[src/rtl/outagu_if.sv]
// Result-vector handshake and data-memory write port of the output address generator.
// master = outagu side, slave = producer / memory side.
interface outagu_if #(
    parameter int unsigned BPREC   = 6,
    parameter int unsigned BDBANKA = 15
);
    logic               in_valid;
    logic               in_ready;
    logic               wr_ready;
    logic               wr_en;
    logic [BDBANKA-1:0] wr_addr;
    logic [BPREC-1:0]   wr_plane;
    logic               omsb;
    logic               olsb;

    modport master (
        input  in_valid, wr_ready,
        output in_ready, wr_en, wr_addr, wr_plane, omsb, olsb
    );

    modport slave (
        output in_valid, wr_ready,
        input  in_ready, wr_en, wr_addr, wr_plane, omsb, olsb
    );
endinterface

[src/rtl/outagu.sv]
// Output address generator: bit-serial write-back addresses, MSB plane first, 3-level loop.
// Define OUTAGU_BACK2BACK_EN to accept the next vector during the last-plane grant (zero bubble).
module outagu #(
    parameter int unsigned BPREC    = 6,
    parameter int unsigned BDBANKA  = 15,
    parameter int unsigned BWLENGTH = 8
) (
    input  logic                clk,
    input  logic                clr_n,
    input  logic                start,
    input  logic [BPREC-1:0]    oprecision,
    input  logic [BDBANKA-1:0]  obaseaddr,
    input  logic [BDBANKA-1:0]  ostride0,
    input  logic [BDBANKA-1:0]  ostride1,
    input  logic [BWLENGTH-1:0] olength0,
    input  logic [BWLENGTH-1:0] olength1,
    input  logic [BWLENGTH-1:0] olength2,
    outagu_if.master            bus,
    output logic                busy,
    output logic                done
);
    typedef enum logic [1:0] {StIdle, StWait, StWrite} state_t;

    state_t              state_q, state_d;
    logic [BPREC-1:0]    prec_q, prec_d;
    logic [BDBANKA-1:0]  base_q, base_d, stride0_q, stride0_d, stride1_q, stride1_d;
    logic [BWLENGTH-1:0] len0_q, len0_d, len1_q, len1_d, len2_q, len2_d;
    logic [BWLENGTH-1:0] c0_q, c0_d, c1_q, c1_d, c2_q, c2_d;
    logic [BDBANKA-1:0]  pos_q, pos_d;
    logic [BPREC-1:0]    plane_q, plane_d;
    logic                done_q, done_d;

    logic last_plane, complete, grant_last;

    always_comb begin
        last_plane = (plane_q == prec_q - 1'b1);
        complete   = (c0_q == len0_q) && (c1_q == len1_q) && (c2_q == len2_q);
        grant_last = (state_q == StWrite) && bus.wr_ready && last_plane;
    end

    // A start pulse overrides any acceptance, so in_ready is masked while it is high.
`ifdef OUTAGU_BACK2BACK_EN
    assign bus.in_ready = !start && ((state_q == StWait) || (grant_last && !complete));
`else
    assign bus.in_ready = !start && (state_q == StWait);
`endif

    always_comb begin
        state_d   = state_q;
        prec_d    = prec_q;
        base_d    = base_q;
        stride0_d = stride0_q;
        stride1_d = stride1_q;
        len0_d    = len0_q;
        len1_d    = len1_q;
        len2_d    = len2_q;
        c0_d      = c0_q;
        c1_d      = c1_q;
        c2_d      = c2_q;
        pos_d     = pos_q;
        plane_d   = plane_q;
        done_d    = 1'b0;

        if (start) begin
            prec_d    = (oprecision == '0) ? BPREC'(1) : oprecision;
            base_d    = obaseaddr;
            stride0_d = ostride0;
            stride1_d = ostride1;
            len0_d    = olength0;
            len1_d    = olength1;
            len2_d    = olength2;
            c0_d      = '0;
            c1_d      = '0;
            c2_d      = '0;
            pos_d     = '0;
            plane_d   = '0;
            state_d   = StWait;
        end else begin
            unique case (state_q)
                StIdle: ;
                StWait: begin
                    if (bus.in_valid) begin
                        state_d = StWrite;
                        plane_d = '0;
                    end
                end
                StWrite: begin
                    if (bus.wr_ready && !last_plane) begin
                        plane_d = plane_q + 1'b1;
                    end else if (bus.wr_ready) begin
                        state_d = StWait;
                        if (c0_q < len0_q) begin
                            c0_d  = c0_q + 1'b1;
                            pos_d = pos_q + BDBANKA'(prec_q);
                        end else if (c1_q < len1_q) begin
                            c0_d  = '0;
                            c1_d  = c1_q + 1'b1;
                            pos_d = pos_q + stride0_q;
                        end else if (c2_q < len2_q) begin
                            c0_d  = '0;
                            c1_d  = '0;
                            c2_d  = c2_q + 1'b1;
                            pos_d = pos_q + stride1_q;
                        end else begin
                            state_d = StIdle;
                            done_d  = 1'b1;
                        end
                        // Only reachable when the back-to-back window opens in_ready here.
                        if (bus.in_valid && bus.in_ready) begin
                            state_d = StWrite;
                            plane_d = '0;
                        end
                    end
                end
                default: state_d = StIdle;
            endcase
        end
    end

    always_ff @(posedge clk or negedge clr_n) begin
        if (!clr_n) begin
            state_q   <= StIdle;
            prec_q    <= '0;
            base_q    <= '0;
            stride0_q <= '0;
            stride1_q <= '0;
            len0_q    <= '0;
            len1_q    <= '0;
            len2_q    <= '0;
            c0_q      <= '0;
            c1_q      <= '0;
            c2_q      <= '0;
            pos_q     <= '0;
            plane_q   <= '0;
            done_q    <= 1'b0;
        end else begin
            state_q   <= state_d;
            prec_q    <= prec_d;
            base_q    <= base_d;
            stride0_q <= stride0_d;
            stride1_q <= stride1_d;
            len0_q    <= len0_d;
            len1_q    <= len1_d;
            len2_q    <= len2_d;
            c0_q      <= c0_d;
            c1_q      <= c1_d;
            c2_q      <= c2_d;
            pos_q     <= pos_d;
            plane_q   <= plane_d;
            done_q    <= done_d;
        end
    end

    // Write-side outputs are forced to zero outside WRITE so idle/reset values are clean.
    always_comb begin
        bus.wr_en    = (state_q == StWrite);
        bus.wr_addr  = '0;
        bus.wr_plane = '0;
        bus.omsb     = 1'b0;
        bus.olsb     = 1'b0;
        if (state_q == StWrite) begin
            bus.wr_addr  = base_q + pos_q + BDBANKA'(plane_q);
            bus.wr_plane = plane_q;
            bus.omsb     = (plane_q == '0);
            bus.olsb     = last_plane;
        end
        busy = (state_q != StIdle);
        done = done_q;
    end
endmodule

[src/flat_wrapper.sv]
// flat-port wrapper written by rule: the top's interface ports become plain ports
module outagu_flat 
#(
    parameter int unsigned BPREC    = 6,
    parameter int unsigned BDBANKA  = 15,
    parameter int unsigned BWLENGTH = 8
)
  (clk, clr_n, start, oprecision, obaseaddr, ostride0, ostride1, olength0, olength1, olength2, busy, done, bus_in_valid, bus_wr_ready, bus_in_ready, bus_wr_en, bus_wr_addr, bus_wr_plane, bus_omsb, bus_olsb);
  outagu_if #(.BPREC(BPREC), .BDBANKA(BDBANKA)) bus_i ();
  input  logic clk;
  input  logic clr_n;
  input  logic start;
  input  logic [BPREC-1:0] oprecision;
  input  logic [BDBANKA-1:0] obaseaddr;
  input  logic [BDBANKA-1:0] ostride0;
  input  logic [BDBANKA-1:0] ostride1;
  input  logic [BWLENGTH-1:0] olength0;
  input  logic [BWLENGTH-1:0] olength1;
  input  logic [BWLENGTH-1:0] olength2;
  output logic busy;
  output logic done;
  input wire logic [$bits(bus_i.in_valid)-1:0] bus_in_valid;
  input wire logic [$bits(bus_i.wr_ready)-1:0] bus_wr_ready;
  output wire logic [$bits(bus_i.in_ready)-1:0] bus_in_ready;
  output wire logic [$bits(bus_i.wr_en)-1:0] bus_wr_en;
  output wire logic [$bits(bus_i.wr_addr)-1:0] bus_wr_addr;
  output wire logic [$bits(bus_i.wr_plane)-1:0] bus_wr_plane;
  output wire logic [$bits(bus_i.omsb)-1:0] bus_omsb;
  output wire logic [$bits(bus_i.olsb)-1:0] bus_olsb;
  assign bus_i.in_valid = bus_in_valid;
  assign bus_i.wr_ready = bus_wr_ready;
  assign bus_in_ready = bus_i.in_ready;
  assign bus_wr_en = bus_i.wr_en;
  assign bus_wr_addr = bus_i.wr_addr;
  assign bus_wr_plane = bus_i.wr_plane;
  assign bus_omsb = bus_i.omsb;
  assign bus_olsb = bus_i.olsb;
  outagu #(.BPREC(BPREC), .BDBANKA(BDBANKA), .BWLENGTH(BWLENGTH)) u_core (.clk(clk), .clr_n(clr_n), .start(start), .oprecision(oprecision), .obaseaddr(obaseaddr), .ostride0(ostride0), .ostride1(ostride1), .olength0(olength0), .olength1(olength1), .olength2(olength2), .bus(bus_i), .busy(busy), .done(done));
endmodule
[config.mk]
export PLATFORM = sky130hd
export DESIGN_NAME = outagu_flat
export DESIGN_NICKNAME = d
export VERILOG_FILES = /design/src/rtl/outagu_if.sv /design/src/rtl/outagu.sv /design/src/flat_wrapper.sv
export SDC_FILE = /design/constraint.sdc
export NUM_CORES = 1
export LEC_CHECK = 0
export BUFFER_PORTS_ARGS = -buffer_cell sky130_fd_sc_hd__buf_2
export CAP_MARGIN = 15
export CORE_UTILIZATION = 60
export CTS_BUF_LIST = sky130_fd_sc_hd__clkbuf_8
export CTS_CLUSTER_SIZE = 28
export DETAILED_ROUTE_END_ITERATION = 6
export PLACE_DENSITY = 0.83
export SLEW_MARGIN = 20
export SYNTH_ARGS = -nofsm -noshare
export SYNTH_HDL_FRONTEND = slang
export SYNTH_SLANG_ARGS = --single-unit
[constraint.sdc]
create_clock -name clk -period 8.59 [get_ports clk]
set_input_delay 0.859 -clock clk [delete_from_list [all_inputs] [get_ports clk]]
set_output_delay 0.859 -clock clk [all_outputs]
set_load 0.02 [all_outputs]
# --- Word level (Yosys, flattened, before mapping) ---
# Index checks and enable logic that the tools add are counted.
classes:
  add_sub_neg: 10
  magnitude_cmp: 3
  n_eq_ne: 12
  muxes: 54
  reduce_logical: 20
op_table:
  columns: ["cell", "count"]
  rows:
  - ["8-bit 2-to-1 mux", 20]
  - ["15-bit 2-to-1 mux", 8]
  - ["15-bit adder", 3]
  - ["6-bit 2-to-1 mux", 7]
  - ["15-bit by 6-bit adder with 15-bit output", 2]
  - ["8-bit by 1-bit adder with 8-bit output, second input constant", 3]
  - ["8-bit < comparator", 3]
  - ["2-bit 2-to-1 mux", 7]
  - ["6-bit zero test", 2]
  - ["6-bit one-hot mux with 2 select lines", 1]
  - ["4-bit AND reduction", 3]
  - ["1-bit 2-to-1 mux", 10]
  - ["3-bit != test, second input constant", 3]
  - ["2-bit != test, second input constant", 4]
  - ["2-bit nonzero test", 4]
  - ["6-bit by 1-bit adder with 6-bit output, second input constant", 1]
  - ["6-bit equality test", 1]
  - ["2-bit one-hot mux with 3 select lines", 1]
  - ["6-bit AND reduction", 1]
  - ["3-bit nonzero test", 2]
  - ["6-bit by 1-bit subtractor with 6-bit output, second input constant", 1]
  - ["5-bit AND reduction", 1]
  - ["4-bit by 2-bit != test with 1-bit output, second input constant", 1]
  - ["4-bit by 3-bit != test with 1-bit output, second input constant", 1]
  - ["other kinds (6)", 9]
word_totals:
  reg_bits: 123
  input_bits: 80
  output_inout_bits: 27
  word_cells: 113

# --- Depth between registers and ports, before layout ---
logic_depth:
  ltp_word: 9
  ltp_mapped: 20

# --- Worst setup path before layout ---
# OpenSTA, ideal clock, no wires.
synth_path:
  path_kind: "flip-flop to flip-flop"
  from: "register u_core.c1_q[2]"
  to: "register u_core.pos_q[14]"
  setup_time_ns: 0.143
  arrival_time_ns: 3.747
  path_slack_ns: 4.700
  stages_incl_launch_ff: 18
  path_buffers: 1
  synth_period_minus_slack_ns: 3.890
  cell_sequence: "dfrtp_1 -> ha_1 -> a21o_1 -> a31oi_1 -> o22ai_1 -> o31ai_2 -> clkbuf_1 -> nand2_1 -> a21oi_1 -> ha_1 -> a21oi_1 -> o21ai_0 -> or3_1 -> o21ai_0 -> o21ai_0 -> xnor2_1 -> nand4bb_1 -> o211ai_1"
synth_via:
  elab_chain_cells: 7
  word_cells_on_any_way: 9
  classes_between: "1 x order compare; 6 x mux; 2 x reduce/logical"
synth_rtl:
  columns: ["item", "line_no", "rtl"]
  rows:
  - ["from (decl)", "outagu.sv:28", "logic [BWLENGTH-1:0] c0_q, c0_d, c1_q, c1_d, c2_q, c2_d;"]
  - ["from (signal assigned)", "outagu.sv:131", "c1_q <= '0;"]
  - ["from (signal assigned)", "outagu.sv:146", "c1_q <= c1_d;"]
  - ["8-bit < comparator *", "outagu.sv:95", "end else if (c1_q < len1_q) begin"]
  - ["15-bit 2-to-1 mux", "outagu.sv:95", null]
  - ["15-bit 2-to-1 mux", "outagu.sv:92", "if (c0_q < len0_q) begin"]
  - ["15-bit 2-to-1 mux", "outagu.sv:90", "end else if (bus.wr_ready) begin"]
  - ["15-bit 2-to-1 mux", "outagu.sv:88", "if (bus.wr_ready && !last_plane) begin"]
  - ["15-bit 2-to-1 mux", "outagu.sv:79", "unique case (state_q)"]
  - ["15-bit 2-to-1 mux", "outagu.sv:64", "if (start) begin"]
  - ["to (signal assigned)", "outagu.sv:148", "pos_q <= pos_d;"]
  - ["to (decl)", "outagu.sv:29", "logic [BDBANKA-1:0] pos_q, pos_d;"]
# Mark *: on every way between the ends. The rest lies on a longest branch, timed or not. The select of a mux whose other input is x is not followed.
# A chain may end at the register's enable or synchronous reset.

# --- Final worst setup path ---
# Ends and elaborated chain as after synthesis.

==> reports/metrics.yaml <==
status: "completed"
yosysSeqAreaShare_pct: 40.5
reg2reg_slack_ns: 4.14
dieHeight_um: 115
postRouteAntennaNets: 0
worstSetupPathType: "reg2reg"
path_buf_inv: 1
area_growth_pct: 14.3
async_flop_share_pct: 100
yosysMostFrequentCell: "dfrtp_1"
cap_viol_max_count: 0
clk_pin_slew_ns: 0.07
fmax_ghz: 0.225
io_buffers: 106
power.density_nw_per_um2: 187
cp-end-kind: "flop"
cpPeakStageDelay_ns: 0.66
critical_path.max_fanout: 17
fin_nets: 1035
antenna_found_initial: 0
setup_violations: 0
rsz0062_at_grt: "false"
antenna_cells: 0
hp-class: "in2async"
fin_setup_tns_ns: 0
total_power_mw: 1.63
p_leak_nw: 4.24
clock_tree.root_cell: "clkbuf_8"
synth_nets: 934
period_share_pct: 51.8
crit_family: "compound AO/OA/AOI/OAI gates"
first_global_vias: 6194
clock_path_buffers: 2
vdd_drop_max_v: 0.000161
skew_ns: 0.00769
start_util_pct: 62.5
drv_slew: 0
io_pins: 107
yosysTopAreaCell: "dfrtp_1"
worstPathArrival_ns: 4.76
viasPerCell: 5.83
synthCells: 779
post_cts_buffers: 0
setup_slack_ns: 4.14
dr.pass1.iters: 5
ys_ff_latch: 123
synth_area_um2: 7600
fill_cells: 900
drcViolationCount: 0
cts_tree: "built"
avgSynthCellArea_um2: 9.75
placementRows: 40
cp.required_ns: 8.89
crit_path_start_kind: "flop"
cts_hold_buf: 0
fin_crit_ns: 4.45
numCtsBuffers: 17
drive_above_1_share_pct: 23.1
grt_pass1_wl_um: 29100
post_drt_wl_per_cell_um: 16.4
place.detailed.hpwl_um: 12800
hold_slack_ns: 0.510
cts-resized-gates: 0
finalHoldViolCount: 0
die_w_um: 115
synth_area_leaders: "dfrtp_1, ha_1, mux2_2"
relSlewSlack_pct: 39.9
cts.sinks: 123
synth_edf_count: 0
htreeDepth: 4
core_um2: 12200
synth_ff_type: "dfrtp_1"
first_iter_violations: 518
route.vias.total: 6187
clk_latency_ns: 0.45
grt_usage_pct: 28.6
ys_types: 58
yosys_warnings: 0
globalRouteOverflowTotal: 0
synth_common_cells: "dfrtp_1, nand2_1, ha_1, o21ai_0, mux2_2"
place_ws_ns: 4.25
worst_pin_slew_ns: 0.901
crit_chain: "ha_1 -> a21o_1 -> a31oi_1 -> o22ai_1 -> o31a_1 -> nand2_1 -> a31oi_1 -> ha_1 -> inv_1 -> fa_1 -> nor2b_1 -> o31a_1 -> o31a_1 -> o21ai_0 -> o21ai_0 -> xnor2_1 -> nand4bb_1 -> o211ai_1"
slowest_stage: "o31a_1"
wirelength_um: 17400
crit_path_frequent_cell: "o31a_1"
grt_max_degree: 75
dieArea_um2: 13100
netlist.area_leader.share_pct: 40.5
gp_congestion: 0.892
[layer usage]
layer	vias to the layer above	wire (µm)	GRT usage, %
li1	2949	-	-
met1	2996	7450	36.5
met2	201	8580	47.0
met3	41	933	6.83
met4	0	455	11.8
met5	-	0	0
[path summary, 6_finish.rpt]
kind                                  start                 to  cells past startpoint
max                          u_core.c1_q[2]   u_core.pos_q[14]                     18
min                                   clr_n  u_core.plane_q[1]                      1
max reg2reg                  u_core.c1_q[2]   u_core.pos_q[14]                     18
min reg2reg                u_core.len0_q[0]   u_core.len0_q[0]                      1
max in group asynchronous             clr_n   u_core.len0_q[3]                      2
min in group clk           u_core.len0_q[0]   u_core.len0_q[0]                      1
[final cells by class]
| type | count | area [µm²] | share of cell area, % |
|---|---|---|---|
| multi-input combinational | 584 | 4240 | 48.8 |
| sequential | 123 | 3080 | 35.5 |
| timing repair buffer | 111 | 571 | 6.57 |
| clock buffer | 20 | 275 | 3.17 |
| tap | 168 | 210 | 2.42 |
| inverter | 43 | 161 | 1.86 |
| clock inverter | 12 | 146 | 1.69 |
[cell families (layout without fill, tap and decap cells)]
kind of cell               Yosys count  count (layout)  synth area share [%]
and+or+nand+nor                    233             233                  14.7
AOI/OAI and AO/OA                  180             180                  15.0
DFF                                123             123                  40.5
adders and majority gates           75              75                  13.1
buffers and inverters               72             186                  3.66
muxes                               61              61                  8.93
xor gates and xnor gates            35              35                  4.04
[stage by stage]
stage	instances	area, µm²	util [%]
6_report	1061	8680	71.4
5_1_grt	1061	8680	71.4
4_1_cts	1060	8680	71.3
3_5_place_dp	1028	8260	67.9
3_3_place_gp	1028	8260	67.9
2_1_floorplan	779	7600	-
[where the power goes]
part / internal (mW) / switching, mW
clock: 0.307 / 0.235
sequential: 0.632 / 0.0494
combinational: 0.177 / 0.226
total: 1.12 / 0.511
[registers in the layout, summed over array words and instances, names as in the netlist]
signal / cells
u_core.stride0_q: 15
u_core.len1_q: 8
u_core.c1_q: 8
u_core.state_q: 2
u_core.pos_q: 15
u_core.len0_q: 8
u_core.plane_q: 6
u_core.len2_q: 8
u_core.c2_q: 8
u_core.stride1_q: 15
u_core.prec_q: 6
u_core.done: 1
u_core.c0_q: 8
u_core.base_q: 15
[cells in the final DEF (no fill, tap or decap), drive strengths merged, types with 3 or more instances in the layout]
cell and count:
a21o 17, a21oi 40, a31oi 12, and2 8
and3 4, buf 111, bufinv 3, clkbuf 20
clkinv 8, dfrtp 123, fa 8, ha 67
inv 42, mux2 54, mux2i 7, nand2 92
nand2b 13, nand3 15, nand4 8, nor2 49
nor2b 8, nor3 11, o211ai 3, o21a 6
o21ai 60, o22ai 5, o31a 4, o31ai 16
o41ai 4, or3 11, or4 4, xnor2 18
xor2 17
[worst register-to-register path: stages (launching register included)]
cell and delay, ns:
dfrtp_1 0.45, ha_1 0.34, a21o_1 0.12, a31oi_1 0.05, o22ai_1 0.35, o31a_1 0.66, nand2_1 0.13, a31oi_1 0.20
ha_1 0.20, inv_1 0.07, fa_1 0.37, nor2b_1 0.25, o31a_1 0.19, o31a_1 0.14, o21ai_0 0.14, o21ai_0 0.24
xnor2_1 0.16, nand4bb_1 0.16, o211ai_1 0.10
Note: power is estimated with default switching activity, not from simulation.
